===== config.mk =====
export PLATFORM = sky130hd
export DESIGN_NAME = block_memory_sequencer_flat
export DESIGN_NICKNAME = d
export VERILOG_FILES = /design/src/rtl/block_memory_sequencer_if.sv /design/src/rtl/block_memory_sequencer.sv /design/src/flat_wrapper.sv
export SDC_FILE = /design/constraint.sdc
export NUM_CORES = 1
export LEC_CHECK = 0
export ABC_CLOCK_PERIOD_IN_PS = 3280
export CORE_MARGIN = 2
export CORE_UTILIZATION = 33
export CTS_CLUSTER_DIAMETER = 100
export CTS_CLUSTER_SIZE = 12
export DETAILED_ROUTE_END_ITERATION = 8
export PLACE_DENSITY = 0.84
export SLEW_MARGIN = 10
export SYNTH_ARGS = -nofsm -noshare
export SYNTH_HDL_FRONTEND = slang
export SYNTH_SLANG_ARGS = --single-unit

===== constraint.sdc =====
create_clock -name clock -period 3.28 [get_ports clock]
set_clock_uncertainty 0.2 [all_clocks]
set_input_delay 0.328 -clock clock [delete_from_list [all_inputs] [get_ports clock]]
set_output_delay 0.328 -clock clock [all_outputs]
set_load 0.01 [all_outputs]

===== src/rtl/block_memory_sequencer_if.sv =====
// Bundles the control handshakes and memory-side signals between the
// block memory sequencer and its surroundings.
interface block_memory_sequencer_if #(
    parameter int DATA_W = 48,
    parameter int HASH_W = 8,
    parameter int ADDR_W = 2
);
    logic              init_req;
    logic              load_req;
    logic              hash_phase;
    logic              write_phase;
    logic              done_mining;
    logic [DATA_W-1:0] init_data;
    logic [DATA_W-1:0] datapath_out;
    logic [HASH_W-1:0] mining_hash;

    logic              write_enable;
    logic              access_type;
    logic              load_registers;
    logic              load_previous_hash;
    logic              enable_mining;
    logic              done_hash_store;
    logic              done_memory_store;
    logic              finished_init;
    logic              chain_done;
    logic [DATA_W-1:0] data_in;
    logic [ADDR_W-1:0] addr;

    modport master (
        input  init_req, load_req, hash_phase, write_phase, done_mining,
        input  init_data, datapath_out, mining_hash,
        output write_enable, access_type, load_registers, load_previous_hash,
        output enable_mining, done_hash_store, done_memory_store, finished_init,
        output chain_done, data_in, addr
    );

    modport slave (
        output init_req, load_req, hash_phase, write_phase, done_mining,
        output init_data, datapath_out, mining_hash,
        input  write_enable, access_type, load_registers, load_previous_hash,
        input  enable_mining, done_hash_store, done_memory_store, finished_init,
        input  chain_done, data_in, addr
    );
endinterface


===== src/rtl/block_memory_sequencer.sv =====
// Walks a chain of memory blocks: one-shot initialisation, then per block a
// load, previous-hash fetch, mining window, hash write-back and data write-back.
module block_memory_sequencer #(
    parameter int DATA_W          = 48,
    parameter int HASH_W          = 8,
    parameter int NUM_BLOCKS      = 4,
    parameter int INIT_WAIT       = 15,
    parameter int ACCESS_WAIT     = 7,
    parameter int HASH_WRITE_WAIT = 1023
) (
    input logic                      clock,
    input logic                      reset,
    block_memory_sequencer_if.master bus
);

    localparam int ADDR_W   = (NUM_BLOCKS > 1) ? $clog2(NUM_BLOCKS) : 1;
    localparam int MAX_A    = (INIT_WAIT > ACCESS_WAIT) ? INIT_WAIT : ACCESS_WAIT;
    localparam int MAX_WAIT = (MAX_A > HASH_WRITE_WAIT) ? MAX_A : HASH_WRITE_WAIT;
    localparam int CNT_W    = (MAX_WAIT > 0) ? $clog2(MAX_WAIT + 1) : 1;

    localparam logic [CNT_W-1:0]  INIT_T   = CNT_W'(INIT_WAIT);
    localparam logic [CNT_W-1:0]  ACCESS_T = CNT_W'(ACCESS_WAIT);
    localparam logic [CNT_W-1:0]  HASH_T   = CNT_W'(HASH_WRITE_WAIT);
    localparam logic [CNT_W-1:0]  CNT_MAX  = {CNT_W{1'b1}};
    localparam logic [ADDR_W-1:0] LAST_BLK = ADDR_W'(NUM_BLOCKS - 1);

    localparam logic [3:0] S_IDLE       = 4'd0;
    localparam logic [3:0] S_INIT_WRITE = 4'd1;
    localparam logic [3:0] S_INIT_DONE  = 4'd2;
    localparam logic [3:0] S_LOAD       = 4'd3;
    localparam logic [3:0] S_LOAD_WAIT  = 4'd4;
    localparam logic [3:0] S_WAIT_HASH  = 4'd5;
    localparam logic [3:0] S_GET_PREV   = 4'd6;
    localparam logic [3:0] S_MINE       = 4'd7;
    localparam logic [3:0] S_WRITE_HASH = 4'd8;
    localparam logic [3:0] S_WAIT_WRITE = 4'd9;
    localparam logic [3:0] S_WRITE_DATA = 4'd10;

    function automatic logic [ADDR_W-1:0] next_blk(input logic [ADDR_W-1:0] idx);
        if (idx == LAST_BLK) begin
            next_blk = {ADDR_W{1'b0}};
        end else begin
            next_blk = idx + ADDR_W'(1);
        end
    endfunction

    function automatic logic [ADDR_W-1:0] prev_blk(input logic [ADDR_W-1:0] idx);
        if (idx == {ADDR_W{1'b0}}) begin
            prev_blk = LAST_BLK;
        end else begin
            prev_blk = idx - ADDR_W'(1);
        end
    endfunction

    logic [3:0]        state_q, state_d;
    logic [CNT_W-1:0]  cnt_q, cnt_d;
    logic [ADDR_W-1:0] blk_idx_q, blk_idx_d;
    logic [ADDR_W-1:0] init_idx_q, init_idx_d;

    logic              write_enable_q, write_enable_d;
    logic              access_type_q, access_type_d;
    logic              load_registers_q, load_registers_d;
    logic              load_previous_hash_q, load_previous_hash_d;
    logic              enable_mining_q, enable_mining_d;
    logic              done_hash_store_q, done_hash_store_d;
    logic              done_memory_store_q, done_memory_store_d;
    logic              finished_init_q, finished_init_d;
    logic              chain_done_q, chain_done_d;
    logic [ADDR_W-1:0] addr_q, addr_d;
    logic [DATA_W-1:0] data_in_s;

    // Next state, shared wait counter and block/init indices.
    always_comb begin
        state_d      = state_q;
        blk_idx_d    = blk_idx_q;
        init_idx_d   = init_idx_q;
        chain_done_d = 1'b0;
        // Saturate so idle-type states never wrap the counter.
        if (cnt_q == CNT_MAX) begin
            cnt_d = cnt_q;
        end else begin
            cnt_d = cnt_q + CNT_W'(1);
        end

        case (state_q)
            S_IDLE: begin
                if (bus.init_req) begin
                    state_d    = S_INIT_WRITE;
                    init_idx_d = {ADDR_W{1'b0}};
                end else if (bus.load_req) begin
                    state_d = S_LOAD;
                end else begin
                    state_d = S_IDLE;
                end
            end
            S_INIT_WRITE: begin
                if (cnt_q == INIT_T) begin
                    if (init_idx_q == LAST_BLK) begin
                        state_d    = S_INIT_DONE;
                        init_idx_d = {ADDR_W{1'b0}};
                    end else begin
                        init_idx_d = init_idx_q + ADDR_W'(1);
                        cnt_d      = {CNT_W{1'b0}};
                    end
                end else begin
                    state_d = S_INIT_WRITE;
                end
            end
            S_INIT_DONE: begin
                if (cnt_q == ACCESS_T) begin
                    state_d   = S_IDLE;
                    blk_idx_d = {ADDR_W{1'b0}};
                end else begin
                    state_d = S_INIT_DONE;
                end
            end
            S_LOAD: begin
                if (cnt_q == ACCESS_T) begin
                    state_d = S_LOAD_WAIT;
                end else begin
                    state_d = S_LOAD;
                end
            end
            S_LOAD_WAIT: begin
                if (cnt_q == ACCESS_T) begin
                    state_d = S_WAIT_HASH;
                end else begin
                    state_d = S_LOAD_WAIT;
                end
            end
            S_WAIT_HASH: begin
                if (bus.hash_phase) begin
                    state_d = S_GET_PREV;
                end else begin
                    state_d = S_WAIT_HASH;
                end
            end
            S_GET_PREV: begin
                if (cnt_q == ACCESS_T) begin
                    state_d = S_MINE;
                end else begin
                    state_d = S_GET_PREV;
                end
            end
            S_MINE: begin
                if (bus.done_mining) begin
                    state_d = S_WRITE_HASH;
                end else begin
                    state_d = S_MINE;
                end
            end
            S_WRITE_HASH: begin
                if (cnt_q == HASH_T) begin
                    state_d = S_WAIT_WRITE;
                end else begin
                    state_d = S_WRITE_HASH;
                end
            end
            S_WAIT_WRITE: begin
                if (bus.write_phase) begin
                    state_d = S_WRITE_DATA;
                end else begin
                    state_d = S_WAIT_WRITE;
                end
            end
            S_WRITE_DATA: begin
                if (cnt_q == ACCESS_T) begin
                    state_d      = S_IDLE;
                    blk_idx_d    = next_blk(blk_idx_q);
                    chain_done_d = (blk_idx_q == LAST_BLK);
                end else begin
                    state_d = S_WRITE_DATA;
                end
            end
            default: begin
                state_d = S_IDLE;
            end
        endcase

        if (state_d != state_q) begin
            cnt_d = {CNT_W{1'b0}};
        end else begin
            cnt_d = cnt_d;
        end
    end

    // Output decode from the upcoming state so the flops present it in step with state_q.
    always_comb begin
        write_enable_d       = 1'b0;
        access_type_d        = 1'b0;
        load_registers_d     = 1'b0;
        load_previous_hash_d = 1'b0;
        enable_mining_d      = 1'b0;
        done_hash_store_d    = 1'b0;
        done_memory_store_d  = 1'b0;
        finished_init_d      = 1'b0;
        addr_d               = blk_idx_d;
        case (state_d)
            S_IDLE:       done_memory_store_d = 1'b1;
            S_INIT_WRITE: begin
                write_enable_d = 1'b1;
                addr_d         = init_idx_d;
            end
            S_INIT_DONE:  finished_init_d = 1'b1;
            S_LOAD:       addr_d = blk_idx_d;
            S_LOAD_WAIT:  load_registers_d = 1'b1;
            S_WAIT_HASH:  addr_d = blk_idx_d;
            S_GET_PREV: begin
                access_type_d        = 1'b1;
                load_previous_hash_d = 1'b1;
                addr_d               = prev_blk(blk_idx_d);
            end
            S_MINE: begin
                enable_mining_d = 1'b1;
                access_type_d   = 1'b1;
            end
            S_WRITE_HASH: begin
                write_enable_d = 1'b1;
                access_type_d  = 1'b1;
            end
            S_WAIT_WRITE: done_hash_store_d = 1'b1;
            S_WRITE_DATA: write_enable_d = 1'b1;
            default:      done_memory_store_d = 1'b1;
        endcase
    end

    // Write data source follows the current state; everything else is registered.
    always_comb begin
        case (state_q)
            S_INIT_WRITE: data_in_s = bus.init_data;
            S_WRITE_HASH: data_in_s = DATA_W'(bus.mining_hash);
            default:      data_in_s = bus.datapath_out;
        endcase
    end

    // State, counter, indices and registered outputs.
    always_ff @(posedge clock) begin
        if (reset) begin
            state_q              <= S_IDLE;
            cnt_q                <= {CNT_W{1'b0}};
            blk_idx_q            <= {ADDR_W{1'b0}};
            init_idx_q           <= {ADDR_W{1'b0}};
            write_enable_q       <= 1'b0;
            access_type_q        <= 1'b0;
            load_registers_q     <= 1'b0;
            load_previous_hash_q <= 1'b0;
            enable_mining_q      <= 1'b0;
            done_hash_store_q    <= 1'b0;
            done_memory_store_q  <= 1'b1;
            finished_init_q      <= 1'b0;
            chain_done_q         <= 1'b0;
            addr_q               <= {ADDR_W{1'b0}};
        end else begin
            state_q              <= state_d;
            cnt_q                <= cnt_d;
            blk_idx_q            <= blk_idx_d;
            init_idx_q           <= init_idx_d;
            write_enable_q       <= write_enable_d;
            access_type_q        <= access_type_d;
            load_registers_q     <= load_registers_d;
            load_previous_hash_q <= load_previous_hash_d;
            enable_mining_q      <= enable_mining_d;
            done_hash_store_q    <= done_hash_store_d;
            done_memory_store_q  <= done_memory_store_d;
            finished_init_q      <= finished_init_d;
            chain_done_q         <= chain_done_d;
            addr_q               <= addr_d;
        end
    end

    assign bus.write_enable       = write_enable_q;
    assign bus.access_type        = access_type_q;
    assign bus.load_registers     = load_registers_q;
    assign bus.load_previous_hash = load_previous_hash_q;
    assign bus.enable_mining      = enable_mining_q;
    assign bus.done_hash_store    = done_hash_store_q;
    assign bus.done_memory_store  = done_memory_store_q;
    assign bus.finished_init      = finished_init_q;
    assign bus.chain_done         = chain_done_q;
    assign bus.addr               = addr_q;
    assign bus.data_in            = data_in_s;

endmodule


===== src/flat_wrapper.sv =====
// flat-port wrapper written by rule: the top's interface ports become plain ports
module block_memory_sequencer_flat 
#(
    parameter int DATA_W          = 48,
    parameter int HASH_W          = 8,
    parameter int NUM_BLOCKS      = 4,
    parameter int INIT_WAIT       = 15,
    parameter int ACCESS_WAIT     = 7,
    parameter int HASH_WRITE_WAIT = 1023
)
  (clock, reset, bus_init_req, bus_load_req, bus_hash_phase, bus_write_phase, bus_done_mining, bus_init_data, bus_datapath_out, bus_mining_hash, bus_write_enable, bus_access_type, bus_load_registers, bus_load_previous_hash, bus_enable_mining, bus_done_hash_store, bus_done_memory_store, bus_finished_init, bus_chain_done, bus_data_in, bus_addr);
  block_memory_sequencer_if #(.DATA_W(DATA_W), .HASH_W(HASH_W), .ADDR_W((2))) bus_i ();
  input logic clock;
  input logic reset;
  input wire logic [$bits(bus_i.init_req)-1:0] bus_init_req;
  input wire logic [$bits(bus_i.load_req)-1:0] bus_load_req;
  input wire logic [$bits(bus_i.hash_phase)-1:0] bus_hash_phase;
  input wire logic [$bits(bus_i.write_phase)-1:0] bus_write_phase;
  input wire logic [$bits(bus_i.done_mining)-1:0] bus_done_mining;
  input wire logic [$bits(bus_i.init_data)-1:0] bus_init_data;
  input wire logic [$bits(bus_i.datapath_out)-1:0] bus_datapath_out;
  input wire logic [$bits(bus_i.mining_hash)-1:0] bus_mining_hash;
  output wire logic [$bits(bus_i.write_enable)-1:0] bus_write_enable;
  output wire logic [$bits(bus_i.access_type)-1:0] bus_access_type;
  output wire logic [$bits(bus_i.load_registers)-1:0] bus_load_registers;
  output wire logic [$bits(bus_i.load_previous_hash)-1:0] bus_load_previous_hash;
  output wire logic [$bits(bus_i.enable_mining)-1:0] bus_enable_mining;
  output wire logic [$bits(bus_i.done_hash_store)-1:0] bus_done_hash_store;
  output wire logic [$bits(bus_i.done_memory_store)-1:0] bus_done_memory_store;
  output wire logic [$bits(bus_i.finished_init)-1:0] bus_finished_init;
  output wire logic [$bits(bus_i.chain_done)-1:0] bus_chain_done;
  output wire logic [$bits(bus_i.data_in)-1:0] bus_data_in;
  output wire logic [$bits(bus_i.addr)-1:0] bus_addr;
  assign bus_i.init_req = bus_init_req;
  assign bus_i.load_req = bus_load_req;
  assign bus_i.hash_phase = bus_hash_phase;
  assign bus_i.write_phase = bus_write_phase;
  assign bus_i.done_mining = bus_done_mining;
  assign bus_i.init_data = bus_init_data;
  assign bus_i.datapath_out = bus_datapath_out;
  assign bus_i.mining_hash = bus_mining_hash;
  assign bus_write_enable = bus_i.write_enable;
  assign bus_access_type = bus_i.access_type;
  assign bus_load_registers = bus_i.load_registers;
  assign bus_load_previous_hash = bus_i.load_previous_hash;
  assign bus_enable_mining = bus_i.enable_mining;
  assign bus_done_hash_store = bus_i.done_hash_store;
  assign bus_done_memory_store = bus_i.done_memory_store;
  assign bus_finished_init = bus_i.finished_init;
  assign bus_chain_done = bus_i.chain_done;
  assign bus_data_in = bus_i.data_in;
  assign bus_addr = bus_i.addr;
  block_memory_sequencer #(.DATA_W(DATA_W), .HASH_W(HASH_W), .NUM_BLOCKS(NUM_BLOCKS), .INIT_WAIT(INIT_WAIT), .ACCESS_WAIT(ACCESS_WAIT), .HASH_WRITE_WAIT(HASH_WRITE_WAIT)) u_core (.clock(clock), .reset(reset), .bus(bus_i));
endmodule

==> results of run 1 <==
==> worst max-delay path by stage <==
stage,from,end,slack [ps],depth (start not counted)
2_1_floorplan,u_core.cnt_q[0],u_core.cnt_q[4],820,10
3_3_place_gp,u_core.state_q[3],bus_data_in[45],540,6
3_5_place_dp,u_core.state_q[2],bus_data_in[0],480,6
4_1_cts,u_core.state_q[2],bus_data_in[0],160,6
5_1_grt,u_core.state_q[3],bus_data_in[45],6,6
6_report,u_core.state_q[3],bus_data_in[45],180,6
==> critical path: stages (launching register included) <==
cell             delay (ps)
dfxtp_1                 620
nor3_2                  120
and2_2                  270
nor2_4                  300
buf_12                  240
a22o_1                  160
clkdlybuf4s50_1         560
==> area by class of cell <==
class	instances	area [um2]
fill	500	2110
timing repair buffer	173	1730
multi-input combinational	199	1360
sequential	29	582
tap	75	93.8
clock buffer	7	86.3
clock inverter	1	30.0
inverter	7	26.3
==> cells in the final DEF (no fill, tap or decap), types with 7 or more instances in the layout <==
master / count
nand3_1: 8
dfxtp_1: 28
a22o_1: 40
nand2_1: 27
a22oi_1: 8
clkdlybuf4s50_1: 169
inv_1: 7
o21ai_0: 9
nor2_1: 23
==> through the flow <==
step | utilization | hold slack (ps)
after floorplan | - | 205
after global placement | 0.630 | 303
after detailed placement | 0.630 | 329
after CTS | 0.650 | 340
after global routing | 0.650 | 370
final | 0.650 | 334
==> layer usage <==
| layer | up-vias | wire, um | global-route usage |
|---|---|---|---|
| met4 | 0 | 282 | 0.0953 |
| met2 | 123 | 4020 | 0.388 |
| met5 | - | 0 | 0 |
| li1 | 1286 | - | - |
| met3 | 23 | 744 | 0.0673 |
| met1 | 1197 | 3470 | 0.305 |
==> kinds of logic (layout without fill, tap and decap cells) <==
group,Yosys count,count (layout),share of synthesized area
buffers and inverters,27,188,0.0726
multiplexers,4,4,0.0192
AO/OA/AOI/OAI,85,85,0.326
adder cells (fa/ha/maj),4,4,0.0240
AND/OR/NAND/NOR,102,102,0.263
flip-flops,29,29,0.278
XOR/XNOR,4,4,0.0168
==> power groups by stage <==
stage | clock [W] | sequential (W) | combinational [W]
after floorplan | 0 | 0.000378 | 0.000281
after global placement | 0 | 0.000376 | 0.000646
after detailed placement | 0 | 0.000377 | 0.000651
after CTS | 0.000390 | 0.000369 | 0.000654
after global routing | 0.000403 | 0.000371 | 0.000698
final | 0.000383 | 0.000369 | 0.000652
==> cell usage after synthesis, types with 2 or more instances <==
cell,instances
inv_1,7
nand2b_1,3
a21oi_1,6
and3_1,3
ha_1,4
xor2_1,2
o21bai_1,2
buf_2,2
a22o_1,40
xnor2_1,2
buf_6,3
nor3_1,6
clkbuf_1,11
nand4b_1,2
and2_1,3
mux2i_1,4
nand4_1,4
nand3_1,8
nor4_1,3
a41oi_1,2
nor2_1,24
and3_2,3
o21ai_0,9
a211oi_2,2
clkbuf_8,2
nor3b_1,3
a32oi_1,2
or3_4,2
nand2_1,27
a31oi_1,4
a22oi_1,8
dfxtp_1,29
nor2b_1,2
==> flip-flops by register name (all words and copies together), names as in the netlist <==
| name | flops |
|---|---|
| u_core.bus.access_type | 1 |
| u_core.bus.enable_mining | 1 |
| u_core.bus.load_previous_hash | 1 |
| u_core.state_q | 4 |
| u_core.bus.chain_done | 1 |
| u_core.bus.done_memory_store | 1 |
| u_core.blk_idx_q | 2 |
| u_core.bus.write_enable | 1 |
| u_core.bus.load_registers | 1 |
| u_core.cnt_q | 10 |
| u_core.bus.finished_init | 1 |
| u_core.init_idx_q | 2 |
| u_core.bus.done_hash_store | 1 |
| u_core.bus.addr | 2 |
==> summary.md, run 1 <==
| Metric | Value |
|---|---|
| DR vias/cell | 5.35 |
| Setup tns final | 0 ps |
| Drc violations | 0 |
| DP Area | 3800 um2 |
| Antenna diodes | 0 |
| Die area | 6970 um2 |
| Drt wl/cell | 17.4 um |
| HPWL after detailed placement | 6800 um |
| # nets final | 530 |
| Clock latency on the worst-skew pair | 280 ps |
| Via count | 2629 |
| CTS max path bufs | 2 |
| First-pass iteration count of the detailed router | 4 |
| Comb pwr share | 0.464 |
| Worst R2R Path Depth | 7 |
| Max Freq | 323 MHz |
| Post-CTS Setup Bufs | 0 |
| Die X | 83.5 um |
| Std cell rows | 28 |
| Pre-CTS WS | 475 ps |
| Hold_buf cts | 0 |
| Worst-path clk slew | 60 ps |
| Share of post-route cells with drive strength above 1 | 0.0673 |
| Initial Util | 0.346 |
| Critical Path AT | 2570 ps |
| GRT Resource Usage Total | 0.241 |
| Critical path peak fanout | 37 |
| Endpoints failing hold | 0 |
| Crit start category | register |
| Syn_nets | 370 |
| Max-slew headroom | 0.598 |
| R2r endpoint | u_core.cnt_q[4] |
| Post-CTS sizing | 0 |
| Yosys Warn Count | 0 |
| Setup violators final | 0 |
| Share of the synthesized area in the top cell type | 0.278 |
| Num ports | 170 |
| Setup WS post-layout | 184 ps |
| Core Box Area | 6030 um2 |
| Hold Path Stages | 2 |
| Largest net degree at the start of global routing | 49 |
| Synth Cell Area | 2090 um2 |
| Crit end category | primary output |
| Cell taking the most area after synthesis | dfxtp_1 |
| Avg Cell Area, Syn | 8.18 um2 |
| Worst VDD drop | 0.000167 V |
| Power, Total | 0.00141 W |
| DRT iter0 DRCs | 172 |
| Hold Path Sink | u_core.init_idx_q[1] |
| PD cells | 359 nW/um2 |
| I/O Buffers | 169 |
| WL final | 8530 um |
| Slew @ Worst Pin | 601 ps |
| First-pass GRT wire length | 13500 um |
| Reg2reg setup slack | 520 ps |
| Die Y | 83.5 um |
| CTS root buffer | clkbuf_8 |
| R2R Path Start | u_core.state_q[3] |
| Tmin final | 3100 ps |
| Post-synth EDFFs | 0 |
| # clock sinks | 29 |
| Number of global-route vias before repair | 2488 |
| Max-slew violations | 0 |
| Kind of critical path | register to primary output |
| Inserted Clock Buffers | 5 |
| Worst hold start | u_core.init_idx_q[1] |
| Main flop type after synthesis | dfxtp_1 |
| Fraction of registers with async set or reset after synthesis | 0 |
| Register bit total from synthesis | 29 |
| Switching Share | 0.291 |
| Net switching power | 0.000409 W |
| Placer congestion estimate | 1.00 |
| Detail Route Antenna Nets | 0 |
| Status | complete, no violations |
| Yosys cell types | 54 |
| Post-synthesis sequential area ratio | 0.278 |
| RSZ-0062 raised after global routing | no |
| Req. time, crit path | 2750 ps |
| Max-Cap Viols | 0 |
| Post-synthesis cell count | 255 |
| Top cells by area, synth | dfxtp_1 (28%), a22o_1 (17%), nand2_1 (4.9%) |
| Non-filler cells, final | 491 |
| Hold Crit Class | register to register |
| Seq pwr share | 0.263 |
| Final Cycle Share | 0.944 |
| Placed Instances | 483 |
| H-Tree Depth | 2 |
| CTS tree | done |
| Initial antenna violation count | 0 |
| Area grow syn2layout | 87.7% |
| Clock Power Share | 0.273 |
| Design area | 3920 um2 |
| P_leak | 1.56 nW |
| Pint | 0.000996 W |
| Overflow after GRT | 0 |
(Power assumes the default switching activity.)
==> run 2: changes to the inputs <==
CELL_PAD_IN_SITES_DETAIL_PLACEMENT = 0   (was unset)
CELL_PAD_IN_SITES_GLOBAL_PLACEMENT = 1   (was unset)
CORE_UTILIZATION = 42   (was 33)
DONT_BUFFER_PORTS = 1   (was unset)
PLACE_DENSITY = 0.82   (was 0.84)
==> summary.md, run 2 (synthesis results as in run 1) <==
| Metric | Value |
|---|---|
| # nets final | 361 |
| Worst path cell trace | nor3_2 > and2_2 > buf_4 > nor2_4 > buf_4 > a22o_1 |
| Max-Cap Viols | 0 |
| RSZ-0062 raised after global routing | no |
| Worst VDD drop | 0.000200 V |
| Std cell rows | 25 |
| Clock Power Share | 0.297 |
| Status | complete, no violations |
| Most frequent cells in the layout | a22o_1 (40), dfxtp_1 (29), nand2_1 (27) |
| Reg2reg setup slack | 570 ps |
| CTS tree | done |
| Clock latency on the worst-skew pair | 280 ps |
| Net switching power | 0.000362 W |
| Number of global-route vias before repair | 1602 |
| HPWL after detailed placement | 5600 um |
| Core Box Area | 4750 um2 |
| Most common cell after layout, fill and taps aside | a22o_1 |
| R2r endpoint | u_core.bus.addr[0] |
| Die X | 74.5 um |
| Crit end category | primary output |
| Drc violations | 0 |
| Final Cycle Share | 0.912 |
| Worst setup startpoint | u_core.state_q[3] |
| Tmin final | 2990 ps |
| Area of the multi-input gates | 1360 um2 |
| Comb pwr share | 0.318 |
| Setup tns final | 0 ps |
| I/O Buffers | 0 |
| Most used cell along the critical path | buf_4 |
| Pint | 0.000620 W |
| # clock sinks | 29 |
| Die Y | 74.5 um |
| Seq pwr share | 0.385 |
| Largest regs | u_core.cnt_q x10, u_core.state_q x4 |
| GRT Resource Usage Total | 0.227 |
| CP max-delay cell | dfxtp_1 |
| Num ports | 170 |
| Power, Total | 0.000982 W |
| Largest net degree at the start of global routing | 49 |
| DR vias/cell | 6.53 |
| Worst R2R Path Depth | 8 |
| Area grow syn2layout | 4.38% |
| Hold Crit Class | input pin to register |
| H-Tree Depth | 2 |
| Switching Share | 0.369 |
| Max reg flops | 10 |
| First-pass GRT wire length | 8960 um |
| P_leak | 0.888 nW |
| Max-slew headroom | 0.652 |
| Setup WS post-layout | 287 ps |
| Via count | 2062 |
| Max Freq | 334 MHz |
| Setup violators final | 0 |
| WL final | 6860 um |
| Top reg by flops | u_core.cnt_q |
| Kind of critical path | register to primary output |
| Detail Route Antenna Nets | 0 |
| Placer congestion estimate | 0.876 |
| First-pass iteration count of the detailed router | 5 |
| Max-slew violations | 0 |
| CTS max path bufs | 2 |
| PD cells | 451 nW/um2 |
| Drt wl/cell | 21.7 um |
| Pre-CTS WS | 607 ps |
| Share of post-route cells with drive strength above 1 | 0.109 |
| Req. time, crit path | 2750 ps |
| Max incr delay on CP | 640 ps |
| Critical Path AT | 2460 ps |
| Initial Util | 0.439 |
| DRT iter0 DRCs | 138 |
| Slew @ Worst Pin | 520 ps |
| Die area | 5550 um2 |
| Inserted Clock Buffers | 5 |
| Endpoints failing hold | 0 |
| Crit start category | register |
| CTS root buffer | clkbuf_8 |
| Overflow after GRT | 0 |
| R2R Path Start | u_core.cnt_q[6] |
| Critical path peak fanout | 48 |
| Initial antenna violation count | 4 |
| CP Capture Point | bus_data_in[39] |
| Register area | 581 um2 |
| Fillers | 471 |
| Worst-path clk slew | 70 ps |
| Post-CTS sizing | 0 |
## run 2: repair_timing
action,CTS,global route
endpoints found under the hold margin,11,0
hold buffers,1,0
buffers inserted,0,0
## run 2: critical path, delay by kind of cell (launching register included)
family	cells	cell delay (ps)
AND/OR/NAND/NOR	3	550
flip-flops	1	640
buffers and inverters	2	660
AO/OA/AOI/OAI	1	300
## run 2: cell type report
class | count | share of cell area
clock buffer | 5 | 0.0316
timing repair buffer | 4 | 0.0149
inverter | 7 | 0.0121
sequential | 29 | 0.267
antenna | 2 | 0.00230
tap | 67 | 0.0385
multi-input combinational | 199 | 0.626
clock inverter | 3 | 0.00805
## run 2: worst min path at each step
stage	from	endpoint	depth (start not counted)	slack, ps
floorplan	reset	u_core.init_idx_q[1]	1	200
global placement	reset	u_core.bus.write_enable	1	200
detailed placement	reset	u_core.bus.write_enable	1	200
CTS	reset	u_core.state_q[3]	2	30
global route	reset	u_core.state_q[3]	2	50
finish	reset	u_core.state_q[3]	2	40
## run 2: power by group through the flow
stage	registers (W)	clock network [W]	logic (W)
after floorplan	0.000378	0	0.000281
after global placement	0.000385	0	0.000306
after detailed placement	0.000386	0	0.000308
after CTS	0.000378	0.000300	0.000312
after global routing	0.000380	0.000312	0.000344
final	0.000378	0.000291	0.000312
## run 2: layer usage
metal	wire length, um	GRT usage	vias up
met1	2830	0.303	975
met3	853	0.115	10
li1	-	-	956
met5	29	0	-
met4	80	0.0714	4
met2	3070	0.319	117
## run 2: through the flow
stage / cells / hold slack, ps / instance area (um2) / utilization
floorplan: 255 / 205 / 2090 / -
global placement: 305 / 200 / 2080 / 0.437
detailed placement: 305 / 201 / 2080 / 0.437
CTS: 314 / 30.0 / 2170 / 0.457
global route: 314 / 46.1 / 2170 / 0.457
finish: 316 / 43.5 / 2180 / 0.458
==> run 3: changes to the inputs <==
CORE_MARGIN = 3   (was 2)
SLEW_MARGIN = 0   (was 10)
==> summary.md, run 3 (synthesis results as in run 1) <==
| Metric | Value |
|---|---|
| Status | complete, no violations |
| Slew @ Worst Pin | 580 ps |
| Hold Crit Class | input pin to register |
| Post-layout util | 0.466 |
| Initial Util | 0.439 |
| CTS root buffer | clkbuf_8 |
| Critical Path AT | 2780 ps |
| Crit end category | register |
| PD cells | 476 nW/um2 |
| Tmin final | 2750 ps |
| Drt wl/cell | 22.2 um |
| DRT iter0 DRCs | 101 |
| Seq pwr share | 0.357 |
| GRT met1 Usage | 0.301 |
| Setup tns final | 0 ps |
| Max Freq | 363 MHz |
| WL final | 7040 um |
| Via count | 2073 |
| # nets final | 364 |
| P_leak | 0.914 nW |
| Net switching power | 0.000357 W |
| GRT Resource Usage Total | 0.230 |
| Pint | 0.000696 W |
| Crit start category | register |
| Post-CTS Setup Bufs | 0 |
| DR vias/cell | 6.54 |
| Critical path peak fanout | 6 |
| Number of global-route vias before repair | 1821 |
| Overflow after GRT | 0 |
| Largest regs | u_core.cnt_q x10, u_core.state_q x4 |
| Inserted Clock Buffers | 5 |
| Top Usage Layer GRT | met2 |
| Top reg by flops | u_core.cnt_q |
| Comb pwr share | 0.305 |
| RSZ-0062 raised after global routing | no |
| Max-slew violations | 0 |
| Most common cell after layout, fill and taps aside | a22o_1 |
| Detail Route Antenna Nets | 0 |
| Buf/Inv on CP | 0 |
| First-pass GRT wire length | 10400 um |
| Placer congestion estimate | 0.912 |
| Drc violations | 0 |
| Most frequent cells in the layout | a22o_1 (40), dfxtp_1 (29), nand2_1 (27) |
| Worst path cell trace | nor4_4 > a31oi_1 > o221a_1 > or3_4 > or3_4 > a211oi_2 > a211o_1 |
| Largest net degree at the start of global routing | 49 |
| Std cell rows | 25 |
| Worst VDD drop | 0.000354 V |
| Die Y | 76.5 um |
| I/O Buffers | 0 |
| Die X | 76.5 um |
| Met3 Use GR | 0.130 |
| Die area | 5850 um2 |
| Num ports | 170 |
| # clock sinks | 29 |
| Initial antenna violation count | 6 |
| Clock latency on the worst-skew pair | 290 ps |
| H-Tree Depth | 2 |
| Endpoints failing hold | 0 |
| Grt met2 use | 0.322 |
| CP max-delay cell | nor4_4 |
| CTS tree | done |
| Kind of critical path | register to register |
| CTS max path bufs | 2 |
| Share of post-route cells with drive strength above 1 | 0.116 |
| Core Box Area | 4750 um2 |
| Max-Cap Viols | 0 |
| Setup violators final | 0 |
| First-pass iteration count of the detailed router | 4 |
| Switching Share | 0.339 |
| Most used cell along the critical path | or3_4 |
| Max incr delay on CP | 460 ps |
| Worst-path clk slew | 60 ps |
| Crit path max-delay family | simple AND/OR/NAND/NOR gates |
| Final Cycle Share | 0.840 |
| Max-slew headroom | 0.612 |
| Req. time, crit path | 3310 ps |
| Clock Power Share | 0.339 |
| Area grow syn2layout | 6.18% |
| Max reg flops | 10 |
| HPWL after detailed placement | 5770 um |
==> run 3: worst paths after layout <==
path,start,to,slack (ps),cells past startpoint
max,u_core.cnt_q[6],u_core.bus.addr[0],530,7
min,reset,u_core.state_q[3],60,2
max reg2reg,u_core.cnt_q[6],u_core.bus.addr[0],530,7
min reg2reg,u_core.init_idx_q[1],u_core.init_idx_q[1],310,2
==> run 3: power by group through the flow <==
stage                     combinational, W  sequential (W)  clock (W)
after global routing              0.000346        0.000377   0.000374
after floorplan                   0.000281        0.000378          0
final                             0.000321        0.000376   0.000357
after detailed placement          0.000314        0.000384          0
after global placement            0.000312        0.000383          0
after CTS                         0.000318        0.000376   0.000365
==> run 3: layer usage <==
layer  up-vias  part of all wire
met5         -             0.012
li1        957                 -
met2       112              0.43
met1       979              0.42
met4        10             0.011
met3        15              0.13
==> run 3: what timing repair did <==
item | 4_1_cts | 5_1_grt
gates resized for setup | 0 | 0
endpoints found under the hold margin | 11 | 0
hold buffers | 1 | 0
endpoints found under the setup margin | 0 | 0
==> run 3: area by class of cell <==
class,count,area [um2]
flip-flops and latches,29,581
multi-input cells,199,1360
repair buffers,7,55.1
clock inverters,2,35.0
diodes,1,2.50
inverters,7,26.3
fillers,471,2540
well taps,67,83.8
clock buffers,5,68.8
==> run 3: per-stage QoR <==
step           area (um2)  setup WS (ps)  std cells  hold slack [ps]  total power (W)
2_1_floorplan        2090            822        255              205         0.000659
3_3_place_gp         2100            560        308              201         0.000695
3_5_place_dp         2100            590        308              201         0.000697
4_1_cts              2210            556        316             51.5          0.00106
5_1_grt              2210            413        317             73.8          0.00110
6_report             2210            526        317             55.9          0.00105
